## src/rtl/param_shift_engine_if.sv

```systemverilog
`default_nettype none
// +----------------------------------------------------------------------------+
// | Module   : param_shift_engine_if                                          |
// | Purpose  : Command / data / status bundle between a control FSM and the   |
// |            param_shift_engine data register.                              |
// | Signals  : cmd[2:0], cmd_valid, cmd_ready, shamt, d, sin, abort,          |
// |            q, sout, sout_valid, busy, done                                |
// | Modports : master - command issuer (drives cmd/shamt/d/sin/abort)         |
// |            slave  - the engine (drives q/sout/status)                     |
// | Revision : 1.0 - initial release                                          |
// +----------------------------------------------------------------------------+
interface param_shift_engine_if #(
  parameter int WIDTH   = 16,
  parameter int SHAMT_W = $clog2(WIDTH)
);
  logic [2:0]         cmd;
  logic               cmd_valid;
  logic               cmd_ready;
  logic [SHAMT_W-1:0] shamt;
  logic [WIDTH-1:0]   d;
  logic               sin;
  logic               abort;
  logic [WIDTH-1:0]   q;
  logic               sout;
  logic               sout_valid;
  logic               busy;
  logic               done;

  modport master (
    output cmd, cmd_valid, shamt, d, sin, abort,
    input  cmd_ready, q, sout, sout_valid, busy, done
  );

  modport slave (
    input  cmd, cmd_valid, shamt, d, sin, abort,
    output cmd_ready, q, sout, sout_valid, busy, done
  );
endinterface
`default_nettype wire

```

## src/rtl/param_shift_engine.sv

```systemverilog
`default_nettype none
// +----------------------------------------------------------------------------+
// | Module   : param_shift_engine                                             |
// | Purpose  : WIDTH-bit data register with command-per-operation semantics:  |
// |            single-cycle load / barrel shift / rotate, and multi-cycle     |
// |            MSB-first serial-out and serial-in transfers with abort.       |
// | Ports    : clk    - rising-edge clock                                     |
// |            res_n  - asynchronous active-low reset                         |
// |            bus    - param_shift_engine_if.slave (command, data, status)   |
// | Opcodes  : 000 LOAD, 001 SHL, 010 SHR, 011 ASR, 100 ROL, 101 ROR,         |
// |            110 SER_OUT, 111 SER_IN                                        |
// | Revision : 1.0 - initial release                                          |
// +----------------------------------------------------------------------------+
module param_shift_engine #(
  parameter int WIDTH   = 16,
  parameter int SHAMT_W = $clog2(WIDTH),
  parameter int CNT_W   = $clog2(WIDTH + 1)
) (
  input  wire logic            clk,
  input  wire logic            res_n,
  param_shift_engine_if.slave  bus
);

  localparam logic [2:0] OP_LOAD    = 3'b000;
  localparam logic [2:0] OP_SHL     = 3'b001;
  localparam logic [2:0] OP_SHR     = 3'b010;
  localparam logic [2:0] OP_ASR     = 3'b011;
  localparam logic [2:0] OP_ROL     = 3'b100;
  localparam logic [2:0] OP_ROR     = 3'b101;
  localparam logic [2:0] OP_SER_OUT = 3'b110;
  localparam logic [2:0] OP_SER_IN  = 3'b111;

  localparam logic [CNT_W-1:0] LAST_CNT = CNT_W'(WIDTH - 1);

  typedef enum logic [1:0] {
    ST_IDLE    = 2'd0,
    ST_SER_OUT = 2'd1,
    ST_SER_IN  = 2'd2
  } state_t;

  state_t             r_state;
  state_t             w_state_nxt;
  logic [WIDTH-1:0]   r_q;
  logic [WIDTH-1:0]   w_q_nxt;
  logic [CNT_W-1:0]   r_count;
  logic [CNT_W-1:0]   w_count_nxt;
  logic               r_done;
  logic               w_done_nxt;

  // Barrel-shift datapath, evaluated every cycle from the current register.
  logic [SHAMT_W-1:0]   w_rot_amt;
  logic [2*WIDTH-1:0]   w_rol_full;
  logic [2*WIDTH-1:0]   w_ror_full;
  logic [WIDTH-1:0]     w_shl;
  logic [WIDTH-1:0]     w_shr;
  logic [WIDTH-1:0]     w_asr;

  // Rotation is modulo WIDTH; only matters for non-power-of-2 widths.
  assign w_rot_amt  = SHAMT_W'(32'(bus.shamt) % 32'(WIDTH));
  // Rotating the doubled word lets one shifter produce the wrapped bits.
  assign w_rol_full = {r_q, r_q} << w_rot_amt;
  assign w_ror_full = {r_q, r_q} >> w_rot_amt;
  // Shifts by >= WIDTH naturally yield all-zero / all-sign results.
  assign w_shl      = r_q << bus.shamt;
  assign w_shr      = r_q >> bus.shamt;
  assign w_asr      = $unsigned($signed(r_q) >>> bus.shamt);

  always_ff @(posedge clk or negedge res_n) begin
    if (!res_n) begin
      r_state <= ST_IDLE;
      r_q     <= '0;
      r_count <= '0;
      r_done  <= 1'b0;
    end else begin
      r_state <= w_state_nxt;
      r_q     <= w_q_nxt;
      r_count <= w_count_nxt;
      r_done  <= w_done_nxt;
    end
  end

  always_comb begin
    w_state_nxt = r_state;
    w_q_nxt     = r_q;
    w_count_nxt = r_count;
    w_done_nxt  = 1'b0;
    case (r_state)
      ST_IDLE: begin
        if (bus.cmd_valid) begin
          case (bus.cmd)
            OP_LOAD: begin w_q_nxt = bus.d;                      w_done_nxt = 1'b1; end
            OP_SHL:  begin w_q_nxt = w_shl;                      w_done_nxt = 1'b1; end
            OP_SHR:  begin w_q_nxt = w_shr;                      w_done_nxt = 1'b1; end
            OP_ASR:  begin w_q_nxt = w_asr;                      w_done_nxt = 1'b1; end
            OP_ROL:  begin w_q_nxt = w_rol_full[2*WIDTH-1:WIDTH]; w_done_nxt = 1'b1; end
            OP_ROR:  begin w_q_nxt = w_ror_full[WIDTH-1:0];      w_done_nxt = 1'b1; end
            OP_SER_OUT: begin
              w_state_nxt = ST_SER_OUT;
              w_count_nxt = '0;
            end
            OP_SER_IN: begin
              w_state_nxt = ST_SER_IN;
              w_count_nxt = '0;
            end
            default: ;
          endcase
        end
      end
      ST_SER_OUT, ST_SER_IN: begin
        // The shift for this cycle happens even when aborting.
        if (r_state == ST_SER_OUT) begin
          w_q_nxt = {r_q[WIDTH-2:0], 1'b0};
        end else begin
          w_q_nxt = {r_q[WIDTH-2:0], bus.sin};
        end
        if (bus.abort) begin
          w_state_nxt = ST_IDLE;
          w_count_nxt = '0;
        end else if (r_count == LAST_CNT) begin
          w_state_nxt = ST_IDLE;
          w_count_nxt = '0;
          w_done_nxt  = 1'b1;
        end else begin
          w_count_nxt = r_count + 1'b1;
        end
      end
      default: begin
        w_state_nxt = ST_IDLE;
        w_count_nxt = '0;
      end
    endcase
  end

  assign bus.q          = r_q;
  assign bus.done       = r_done;
  assign bus.busy       = (r_state != ST_IDLE);
  assign bus.cmd_ready  = (r_state == ST_IDLE);
  assign bus.sout_valid = (r_state == ST_SER_OUT);
  assign bus.sout       = (r_state == ST_SER_OUT) ? r_q[WIDTH-1] : 1'b0;

endmodule
`default_nettype wire

```

## src/flat_wrapper.sv

```systemverilog
// flat-port wrapper written by rule: the top's interface ports become plain ports
module param_shift_engine_flat 
#(
  parameter int WIDTH   = 16,
  parameter int SHAMT_W = $clog2(WIDTH),
  parameter int CNT_W   = $clog2(WIDTH + 1)
)
  (clk, res_n, bus_cmd, bus_cmd_valid, bus_shamt, bus_d, bus_sin, bus_abort, bus_cmd_ready, bus_q, bus_sout, bus_sout_valid, bus_busy, bus_done);
  param_shift_engine_if #(.WIDTH(WIDTH), .SHAMT_W(SHAMT_W)) bus_i ();
  input  wire logic clk;
  input  wire logic res_n;
  input wire logic [$bits(bus_i.cmd)-1:0] bus_cmd;
  input wire logic [$bits(bus_i.cmd_valid)-1:0] bus_cmd_valid;
  input wire logic [$bits(bus_i.shamt)-1:0] bus_shamt;
  input wire logic [$bits(bus_i.d)-1:0] bus_d;
  input wire logic [$bits(bus_i.sin)-1:0] bus_sin;
  input wire logic [$bits(bus_i.abort)-1:0] bus_abort;
  output wire logic [$bits(bus_i.cmd_ready)-1:0] bus_cmd_ready;
  output wire logic [$bits(bus_i.q)-1:0] bus_q;
  output wire logic [$bits(bus_i.sout)-1:0] bus_sout;
  output wire logic [$bits(bus_i.sout_valid)-1:0] bus_sout_valid;
  output wire logic [$bits(bus_i.busy)-1:0] bus_busy;
  output wire logic [$bits(bus_i.done)-1:0] bus_done;
  assign bus_i.cmd = bus_cmd;
  assign bus_i.cmd_valid = bus_cmd_valid;
  assign bus_i.shamt = bus_shamt;
  assign bus_i.d = bus_d;
  assign bus_i.sin = bus_sin;
  assign bus_i.abort = bus_abort;
  assign bus_cmd_ready = bus_i.cmd_ready;
  assign bus_q = bus_i.q;
  assign bus_sout = bus_i.sout;
  assign bus_sout_valid = bus_i.sout_valid;
  assign bus_busy = bus_i.busy;
  assign bus_done = bus_i.done;
  param_shift_engine #(.WIDTH(WIDTH), .SHAMT_W(SHAMT_W), .CNT_W(CNT_W)) u_core (.clk(clk), .res_n(res_n), .bus(bus_i));
endmodule
```

## config.mk

```make
export PLATFORM = sky130hd
export DESIGN_NAME = param_shift_engine_flat
export DESIGN_NICKNAME = d
export VERILOG_FILES = /design/src/rtl/param_shift_engine_if.sv /design/src/rtl/param_shift_engine.sv /design/src/flat_wrapper.sv
export SDC_FILE = /design/constraint.sdc
export NUM_CORES = 1
export LEC_CHECK = 0
export ABC_AREA = 1
export ABC_CLOCK_PERIOD_IN_PS = 5000
export CORE_MARGIN = 2
export CORE_UTILIZATION = 60
export DETAILED_ROUTE_END_ITERATION = 12
export GPL_TIMING_DRIVEN = 1
export PLACE_DENSITY = 0.87
export SLEW_MARGIN = 15
export SYNTH_ARGS = -nofsm -noshare
export SYNTH_HDL_FRONTEND = slang
export SYNTH_SLANG_ARGS = --single-unit
```

## constraint.sdc

```tcl
create_clock -name clk -period 5 [get_ports clk]
set_input_delay 1.5 -clock clk [delete_from_list [all_inputs] [get_ports clk]]
set_output_delay 1.5 -clock clk [all_outputs]
set_load 0.005 [all_outputs]
```

==> results of run 1 <==
## area by class of cell
cell class,instances,area (µm²)
sequential,24,601
timing repair buffer,53,513
multi-input combinational,564,2520
fill,516,1570
tap,72,90.1
clock buffer,3,41.3
clock inverter,1,30.0
inverter,43,169
## routing by layer
metal	wire length, µm	up-vias	track usage (%)	part of all wire [%]
met3	1420	63	6.11	11
met4	742	0	22.2	5.8
met1	4800	2100	52.3	37
met2	5860	381	67.7	46
met5	0	-	0	0
li1	-	2204	-	-
## power by group
group	internal (µW)	switching, µW
combinational	473	783
sequential	280	156
clock	107	68.4
total	860	1010
## sequential cells by signal (all words and copies together), names as in the netlist
name and cells:
u_core.bus.q 16, u_core.r_count 5, u_core.bus.done 1, u_core.r_state 2
## cell families after synthesis
kind of cell | count (synthesis)
simple gates | 495
buf+inv | 73
flops | 24
compound gates | 64
fa+ha+maj | 4
xor+xnor | 1
## cell usage in the layout, fill, tap and decap left out, types with 2 or more instances in the layout
master           synthesis  final
a21oi_1                 19     19
buf_4                    4      5
clkbuf_8                 0      3
clkdlybuf4s50_1          0     47
clkinv_1                 2      2
dfrtp_1                 24     24
ha_1                     4      4
inv_1                   33     33
inv_2                    6      6
nand2_1                287    287
nand2_2                  3      3
nand3_1                137    137
nand3b_1                 4      4
nand4_1                  2      2
nor2_1                  52     52
nor2_4                   2      2
o21ai_0                 31     31
o21ai_1                  6      6
or2_2                    2      2
## cells in the mapped netlist
cell type / number / share of area (%)
nand2_1: 287 / 31
nand3_1: 137 / 20
nor2_1: 52 / 5.6
inv_1: 33 / 3.6
o21ai_0: 31 / 4.5
dfrtp_1: 24 / 17
a21oi_1: 19 / 2.7
buf_2: 16 / 2.3
clkbuf_1: 6 / 0.65
inv_2: 6 / 0.65
o21ai_1: 6 / 0.87
buf_4: 4 / 0.87
ha_1: 4 / 1.4
nand3b_1: 4 / 0.87
buf_6: 3 / 0.98
nand2_2: 3 / 0.54
clkinv_1: 2 / 0.22
nand4_1: 2 / 0.36
nor2_4: 2 / 0.65
or2_2: 2 / 0.36
a21boi_0: 1 / 0.22
a21oi_2: 1 / 0.25
a22oi_1: 1 / 0.22
a31oi_1: 1 / 0.18
buf_1: 1 / 0.11
inv_4: 1 / 0.18
inv_6: 1 / 0.25
nand3_2: 1 / 0.29
nand3_4: 1 / 0.51
nor2_2: 1 / 0.18
nor3_1: 1 / 0.14
nor3_4: 1 / 0.47
o211ai_1: 1 / 0.22
o21ai_4: 1 / 0.47
o21bai_1: 1 / 0.22
o22ai_1: 1 / 0.18
or3_1: 1 / 0.18
xnor2_1: 1 / 0.25
## per-stage QoR
stage	setup slack [ns]	instances
floorplan	2.26	661
global placement	1.18	756
detailed placement	1.12	756
CTS	1.37	760
global route	1.12	760
finish	1.31	760
## how the worst min path moves through the flow
stage / cells after the start / endpoint / from
6_report: 1 / u_core.r_count[4] / u_core.r_count[4]
5_1_grt: 1 / u_core.r_count[4] / u_core.r_count[4]
4_1_cts: 1 / u_core.r_count[4] / u_core.r_count[4]
3_5_place_dp: 1 / u_core.r_count[4] / u_core.r_count[4]
3_3_place_gp: 2 / u_core.r_count[1] / u_core.r_count[1]
2_1_floorplan: 2 / u_core.r_count[1] / u_core.r_count[1]
==> results.cfg, run 1 <==
[synthesis]
synthXorXnorAreaFrac_pct = 0.253
synth_cell_types = 38
synth_top_family_by_area = simple AND/OR/NAND/NOR gates
yosys.area_share.simple_pct = 61.1
synth_compound_area_share_pct = 10.0
synth-seq-cells = 24
synth_cells = 661
synth-adder-area-share_pct = 1.45
avgSynthCellArea_um2 = 5.24
synth.net_count = 693
syn_area_um2 = 3460
ys_seq_area_share_pct = 17.3
synth_warnings = 0
synth_mux_area_share_pct = 0

[floorplanning]
die-area_um2 = 6390
core_um2 = 5540
initial_core_util_pct = 62.5
rows = 27
io_pins = 49
fp.dieH_um = 80.0
die_w_um = 80.0

[setup_path]
path_common_cell = nand2_1
cp_top_family = simple AND/OR/NAND/NOR gates
slowest_stage = clkdlybuf4s50_1
max_stage_delay_ns = 0.90
endpoint = u_core.bus.q[1]
cp.arrival_ns = 3.86
reg2reg_slack_ns = 2.03
worst-path-max-fanout = 18
r2r_start = u_core.r_state[0]
crit_start = bus_shamt[0]
r2r-end = u_core.r_state[1]
crit_chain = clkdlybuf4s50_1 > inv_6 > nand2_1 > nand3_1 > nand3_1 > nand2_1 > nand2_1 > nand2_1 > o21ai_0 > nand3b_1 > nand2_1 > nand2_1
ff2ff_path_depth = 9
start_kind = primary input
path_class = primary input to register
cp.depth = 12
worstPathRequired_ns = 5.17
worstPathBufferInverterCount = 2
crit_path_end_kind = register

[clocking]
cts_resized = 0
cts_made_buffers = 3
clockBufferDepth = 2
path_clk_slew_ns = 0.09
insertion_delay_ns = 0.27
clockRootBuffer = clkbuf_8
cts_tree = done
clock_sinks = 24
hold_buffers = 0
htreeDepth = 1
cts_setup_buffers = 0

[routing]
route.detailed.drc = 0
drt_pre_antenna_iters = 9
dr.first_iter.drc_count = 585
viasPerCell = 6.25
antenna_left = 0
dr_total_vias = 4748
wl_per_cell_um = 16.9
finalWirelength_um = 12800

[timing]
hold_slack_ns = 0.548
rsz0062_at_grt = false
setup_viol = 0
fin_skew_ns = 0.00528
max_freq_mhz = 271
tns_ns = 0
fin_crit_ns = 3.69
report.final.slew_viol_count = 0
worst_pin_slew_ns = 1.08
finalHoldViolCount = 0
timing.final.crit_share_pct = 73.7
slew_headroom_pct = 28.0

[hold_path]
hold_path_class = register to register

[run]
cap_violations = 0

[pwr]
vdd_drop_max_v = 0.000441
powerDensity_nw_per_um2 = 471
total_power_uw = 1870
cellLeakagePower_uw = 0.00213

[place]
place_hpwl_um = 9540
portBuffers = 48
place.gp.congestion = 1.08
post_dp_cell_area_um2 = 3900

[global_routing]
antenna_found_initial = 0
grt_pass1_vias = 4365
globalRouteOverflowTotal = 0
grt_pass1_wl_um = 20700
grtUsageTotal_pct = 41.5
grt_max_degree = 40

[outcome]
status = finished, final reports clean

[finish]
final_core_util_pct = 71.6
fin_nets = 721
fin_area_um2 = 3970
drive_above_1_share_pct = 4.51
insertedDiodeCount = 0
area_delta_synth_final_pct = 14.6
Power figures use the tool's default switching activity.
==> inputs of run 2 (changes only) <==
--- a/config.mk
+++ b/config.mk
@@ -6,12 +6,12 @@
 export NUM_CORES = 1
 export LEC_CHECK = 0
 export ABC_AREA = 1
-export ABC_CLOCK_PERIOD_IN_PS = 5000
+export ABC_CLOCK_PERIOD_IN_PS = 3450
 export CORE_MARGIN = 2
-export CORE_UTILIZATION = 60
+export CORE_UTILIZATION = 57
 export DETAILED_ROUTE_END_ITERATION = 12
 export GPL_TIMING_DRIVEN = 1
-export PLACE_DENSITY = 0.87
+export PLACE_DENSITY = 0.83
 export SLEW_MARGIN = 15
 export SYNTH_ARGS = -nofsm -noshare
 export SYNTH_HDL_FRONTEND = slang
==> constraint.sdc (replaced) <==
create_clock -name clk -period 3.45 [get_ports clk]
set_input_delay 1.035 -clock clk [delete_from_list [all_inputs] [get_ports clk]]
set_output_delay 1.035 -clock clk [all_outputs]
set_load 0.005 [all_outputs]
==> results.cfg, run 2 (synthesized netlist as in run 1, its figures left out) <==
[clocking]
insertion_delay_ns = 0.27
path_clk_slew_ns = 0.09
clock_sinks = 24
htreeDepth = 1
cts_made_buffers = 3
cts_resized = 0
cts_tree = done
clockRootBuffer = clkbuf_8
cts_setup_buffers = 0
clockBufferDepth = 2
hold_buffers = 0

[timing]
timing.final.crit_share_pct = 90.1
report.final.slew_viol_count = 0
setup_viol = 0
worst_pin_slew_ns = 0.447
finalHoldViolCount = 0
slew_headroom_pct = 70.1
max_freq_mhz = 322
tns_ns = 0
fin_skew_ns = 0.00142
rsz0062_at_grt = false
fin_crit_ns = 3.11

[setup_path]
path_class = primary input to register
crit_path_end_kind = register
cp.arrival_ns = 3.28
worst-path-max-fanout = 18
start_kind = primary input
worstPathRequired_ns = 3.63
reg2reg_slack_ns = 1.32

[floorplanning]
io_pins = 49
initial_core_util_pct = 58.8
core_um2 = 5890
rows = 28
die-area_um2 = 6710
fp.dieH_um = 81.9
die_w_um = 81.9

[finish]
fin_area_um2 = 4020
insertedDiodeCount = 0
final_core_util_pct = 68.3
final_common_cell = nand2_1
area_delta_synth_final_pct = 16.1
largest_reg_flops = 16
drive_above_1_share_pct = 5.60
final_cell_mix = nand2_1, nand3_1, nor2_1
fin_nets = 731

[global_routing]
globalRouteOverflowTotal = 0
grt_pass1_wl_um = 21700
grt_pass1_vias = 4429
antenna_found_initial = 0
grtUsageTotal_pct = 42.6
grt_max_degree = 39

[routing]
finalWirelength_um = 13600
antenna_left = 0
viasPerCell = 6.15
dr.first_iter.drc_count = 790
wl_per_cell_um = 17.6
drt_pre_antenna_iters = 8
route.detailed.drc = 0
dr_total_vias = 4750

[place]
portBuffers = 48
post_dp_cell_area_um2 = 3980
place_hpwl_um = 10100
place.gp.congestion = 1.07

[pwr]
cellLeakagePower_uw = 0.00216
powerDensity_nw_per_um2 = 661
vdd_drop_max_v = 0.000571

[outcome]
status = finished, final reports clean

[hold_path]
hold_path_class = register to register

[run]
cap_violations = 0
## run 2: cell type report
cell class	instances	area, µm²
Inverter	43	169
Multi-Input combinational cell	564	2520
Timing Repair Buffer	63	593
Sequential cell	24	601
Clock buffer	3	41.3
Tap cell	75	93.8
Fill cell	576	1870
## run 2: power by group
| part | switching, µW | total, µW | internal (µW) |
|---|---|---|---|
| clock | 100 | 179 | 78.6 |
| sequential | 234 | 640 | 406 |
| combinational | 1130 | 1840 | 708 |
## run 2: per-layer routing
layer  global-route usage [%]  wire, µm  vias to the layer above
li1                         -         -                     2219
met2                     65.8      5890                      380
met1                     52.3      4920                     2041
met5                        0         0                        -
met3                     9.23      1600                      110
met4                     30.2      1160                        0
## run 2: stage by stage
step | hold slack, ns | std cells | worst slack (ns) | power [µW]
finish | 0.544 | 772 | 0.343 | 2660
global route | 0.568 | 772 | 0.121 | 2870
CTS | 0.539 | 772 | 0.504 | 2580
detailed placement | 0.514 | 769 | 0.233 | 2390
global placement | 0.491 | 769 | 0.222 | 2360
floorplan | 0.474 | 661 | 1.18 | 1700
## run 2: path summary, 6_finish.rpt
kind	from	to	depth (start not counted)
min	u_core.r_count[4]	u_core.r_count[4]	1
max in group asynchronous	res_n	u_core.bus.q[5]	2
max	bus_shamt[0]	u_core.bus.q[14]	17
max reg2reg	u_core.r_state[0]	u_core.bus.q[14]	10
min reg2reg	u_core.r_count[4]	u_core.r_count[4]	1
min in group asynchronous	res_n	u_core.r_count[0]	2
## run 2: worst max-delay path, stage by stage
cell,delay (ns)
clkdlybuf4s50_1,0.48
buf_4,0.25
inv_6,0.12
nand2_1,0.14
nand2_1,0.07
nand2_1,0.10
nand2_1,0.13
nand2_1,0.08
nand2_1,0.09
nand2_1,0.08
nand2_1,0.05
nand2_1,0.05
nand2_1,0.05
nor2_1,0.30
nand3_1,0.11
nand2_1,0.09
nand2_1,0.05
==> inputs of run 3 (changes only) <==
--- a/config.mk
+++ b/config.mk
@@ -11,7 +11,7 @@
 export CORE_UTILIZATION = 57
 export DETAILED_ROUTE_END_ITERATION = 12
 export GPL_TIMING_DRIVEN = 1
-export PLACE_DENSITY = 0.83
+export PLACE_DENSITY = 0.79
 export SLEW_MARGIN = 15
 export SYNTH_ARGS = -nofsm -noshare
 export SYNTH_HDL_FRONTEND = slang
==> results.cfg, run 3 (synthesized netlist as in run 1, its figures left out) <==
[pwr]
total_power_uw = 2680
vdd_drop_max_v = 0.000578
p_sw_uw = 1460
switching_share_pct = 54.6
power_frac_comb_pct = 68.6
p_clk_share_pct = 7.3
seqPwrFrac_pct = 24.1
cellLeakagePower_uw = 0.00215
power_report.internal_total_uw = 1210
powerDensity_nw_per_um2 = 666

[routing]
wl_per_cell_um = 17.0
drt_pre_antenna_iters = 6
dr.first_iter.drc_count = 679
finalWirelength_um = 13100
route.detailed.drc = 0
viasPerCell = 6.28
dr_total_vias = 4826
antenna_left = 0

[global_routing]
grt_pass1_vias = 4229
antenna_found_initial = 0
grtUsageTotal_pct = 39.6
grt_pass1_wl_um = 20300
grt_max_degree = 40
globalRouteOverflowTotal = 0

[place]
place.gp.congestion = 1.02
portBuffers = 48
place_hpwl_um = 9850

[clocking]
clockBufferDepth = 2
cts_resized = 0
cts_made_buffers = 3
clockRootBuffer = clkbuf_8
clock_sinks = 24
cts_setup_buffers = 0
htreeDepth = 1
path_clk_slew_ns = 0.09
insertion_delay_ns = 0.27
cts_tree = done
hold_buffers = 0

[outcome]
status = finished, final reports clean

[hold_path]
hold_path_class = register to register
hp-start = u_core.r_count[1]
min_path_cells = 2
worstHoldEndpoint = u_core.r_count[1]

[setup_path]
crit_path_end_kind = register
path_common_cell = nand2_1
worstPathRequired_ns = 3.66
crit_chain = clkdlybuf4s50_1 > nor2_4 > inv_2 > nand2_1 > inv_2 > nor2_2 > nand2_1 > nand2_1 > nor2_1 > nand3_1 > nand2_1 > nand2_1 > nand2_1 > nand2_1
max_stage_delay_ns = 0.62
r2r_start = u_core.r_state[0]
cp_top_family = simple AND/OR/NAND/NOR gates
worst-path-max-fanout = 15
cp.arrival_ns = 3.31
ff2ff_path_depth = 9
worstPathBufferInverterCount = 3
path_class = primary input to register
crit_start = bus_cmd[0]
slowest_stage = clkdlybuf4s50_1
reg2reg_slack_ns = 1.35
start_kind = primary input
r2r-end = u_core.bus.q[0]

[finish]
area_delta_synth_final_pct = 16.2
drive_above_1_share_pct = 5.05
final_common_cell = nand2_1
final_core_util_pct = 68.3
fillers = 555
final_cell_mix = nand2_1, nand3_1, nor2_1
largest_reg_flops = 16
insertedDiodeCount = 0
fin_nets = 726

[floorplanning]
die-area_um2 = 6710
initial_core_util_pct = 58.8
rows = 28
io_pins = 49
die_w_um = 81.9
fp.dieH_um = 81.9
core_um2 = 5890

[timing]
timing.final.crit_share_pct = 89.8
worst_pin_slew_ns = 0.552
fin_skew_ns = 0.00496
fin_crit_ns = 3.10
max_freq_mhz = 323
slew_headroom_pct = 63.1
tns_ns = 0
rsz0062_at_grt = false
finalHoldViolCount = 0
report.final.slew_viol_count = 0
setup_viol = 0

[run]
cap_violations = 0
## run 3: cell count changes in the layout (fill, tap and decap cells not counted)
cell,before,now
buf_4,15,8
buf_12,0,2
clkbuf_8,3,4
## run 3: final cells by class
cell class                 instances  area, µm²  share of cell area, %
sequential                        24        601                   14.9
tap                               75       93.8                   2.33
multi-input combinational        564       2520                   62.7
inverter                          43        169                   4.20
timing repair buffer              58        581                   14.4
clock buffer                       4       55.1                   1.37
## run 3: how the worst max path moves through the flow
stage,endpoint,slack (ns),cells after the start
after floorplan,u_core.bus.q[3],1.18,11
after global placement,u_core.bus.q[9],0.15,14
after detailed placement,u_core.bus.q[9],0.15,14
after CTS,u_core.bus.q[9],0.43,14
after global routing,u_core.bus.q[9],0.25,14
final,u_core.bus.q[9],0.35,14
## run 3: worst min-delay path, cell delays in order (launching register included)
cell	delay, ns
dfrtp_1	0.39
nand2_1	0.06
nand2_1	0.06
## run 3: power groups by stage
stage,clock [µW],combinational (µW),sequential (µW)
after floorplan,0,1160,541
after global placement,0,1750,622
after detailed placement,0,1780,625
after CTS,196,1790,623
after global routing,208,2010,642
final,196,1840,645
## run 3: stage by stage
| step | setup WS [ns] | instance area [µm²] | hold WS (ns) | instances |
|---|---|---|---|---|
| 2_1_floorplan | 1.18 | 3460 | 0.474 | 661 |
| 3_3_place_gp | 0.154 | 3970 | 0.492 | 764 |
| 3_5_place_dp | 0.154 | 3970 | 0.511 | 764 |
| 4_1_cts | 0.428 | 4020 | 0.537 | 768 |
| 5_1_grt | 0.253 | 4020 | 0.581 | 768 |
| 6_report | 0.353 | 4020 | 0.537 | 768 |
## run 3: layer usage
metal | wire [µm] | part of all wire [%] | global-route usage (%)
met1 | 5020 | 38 | 49.5
met2 | 5910 | 45 | 64.6
met3 | 1410 | 11 | 5.71
met4 | 756 | 5.8 | 23.0
met5 | 0 | 0 | 0
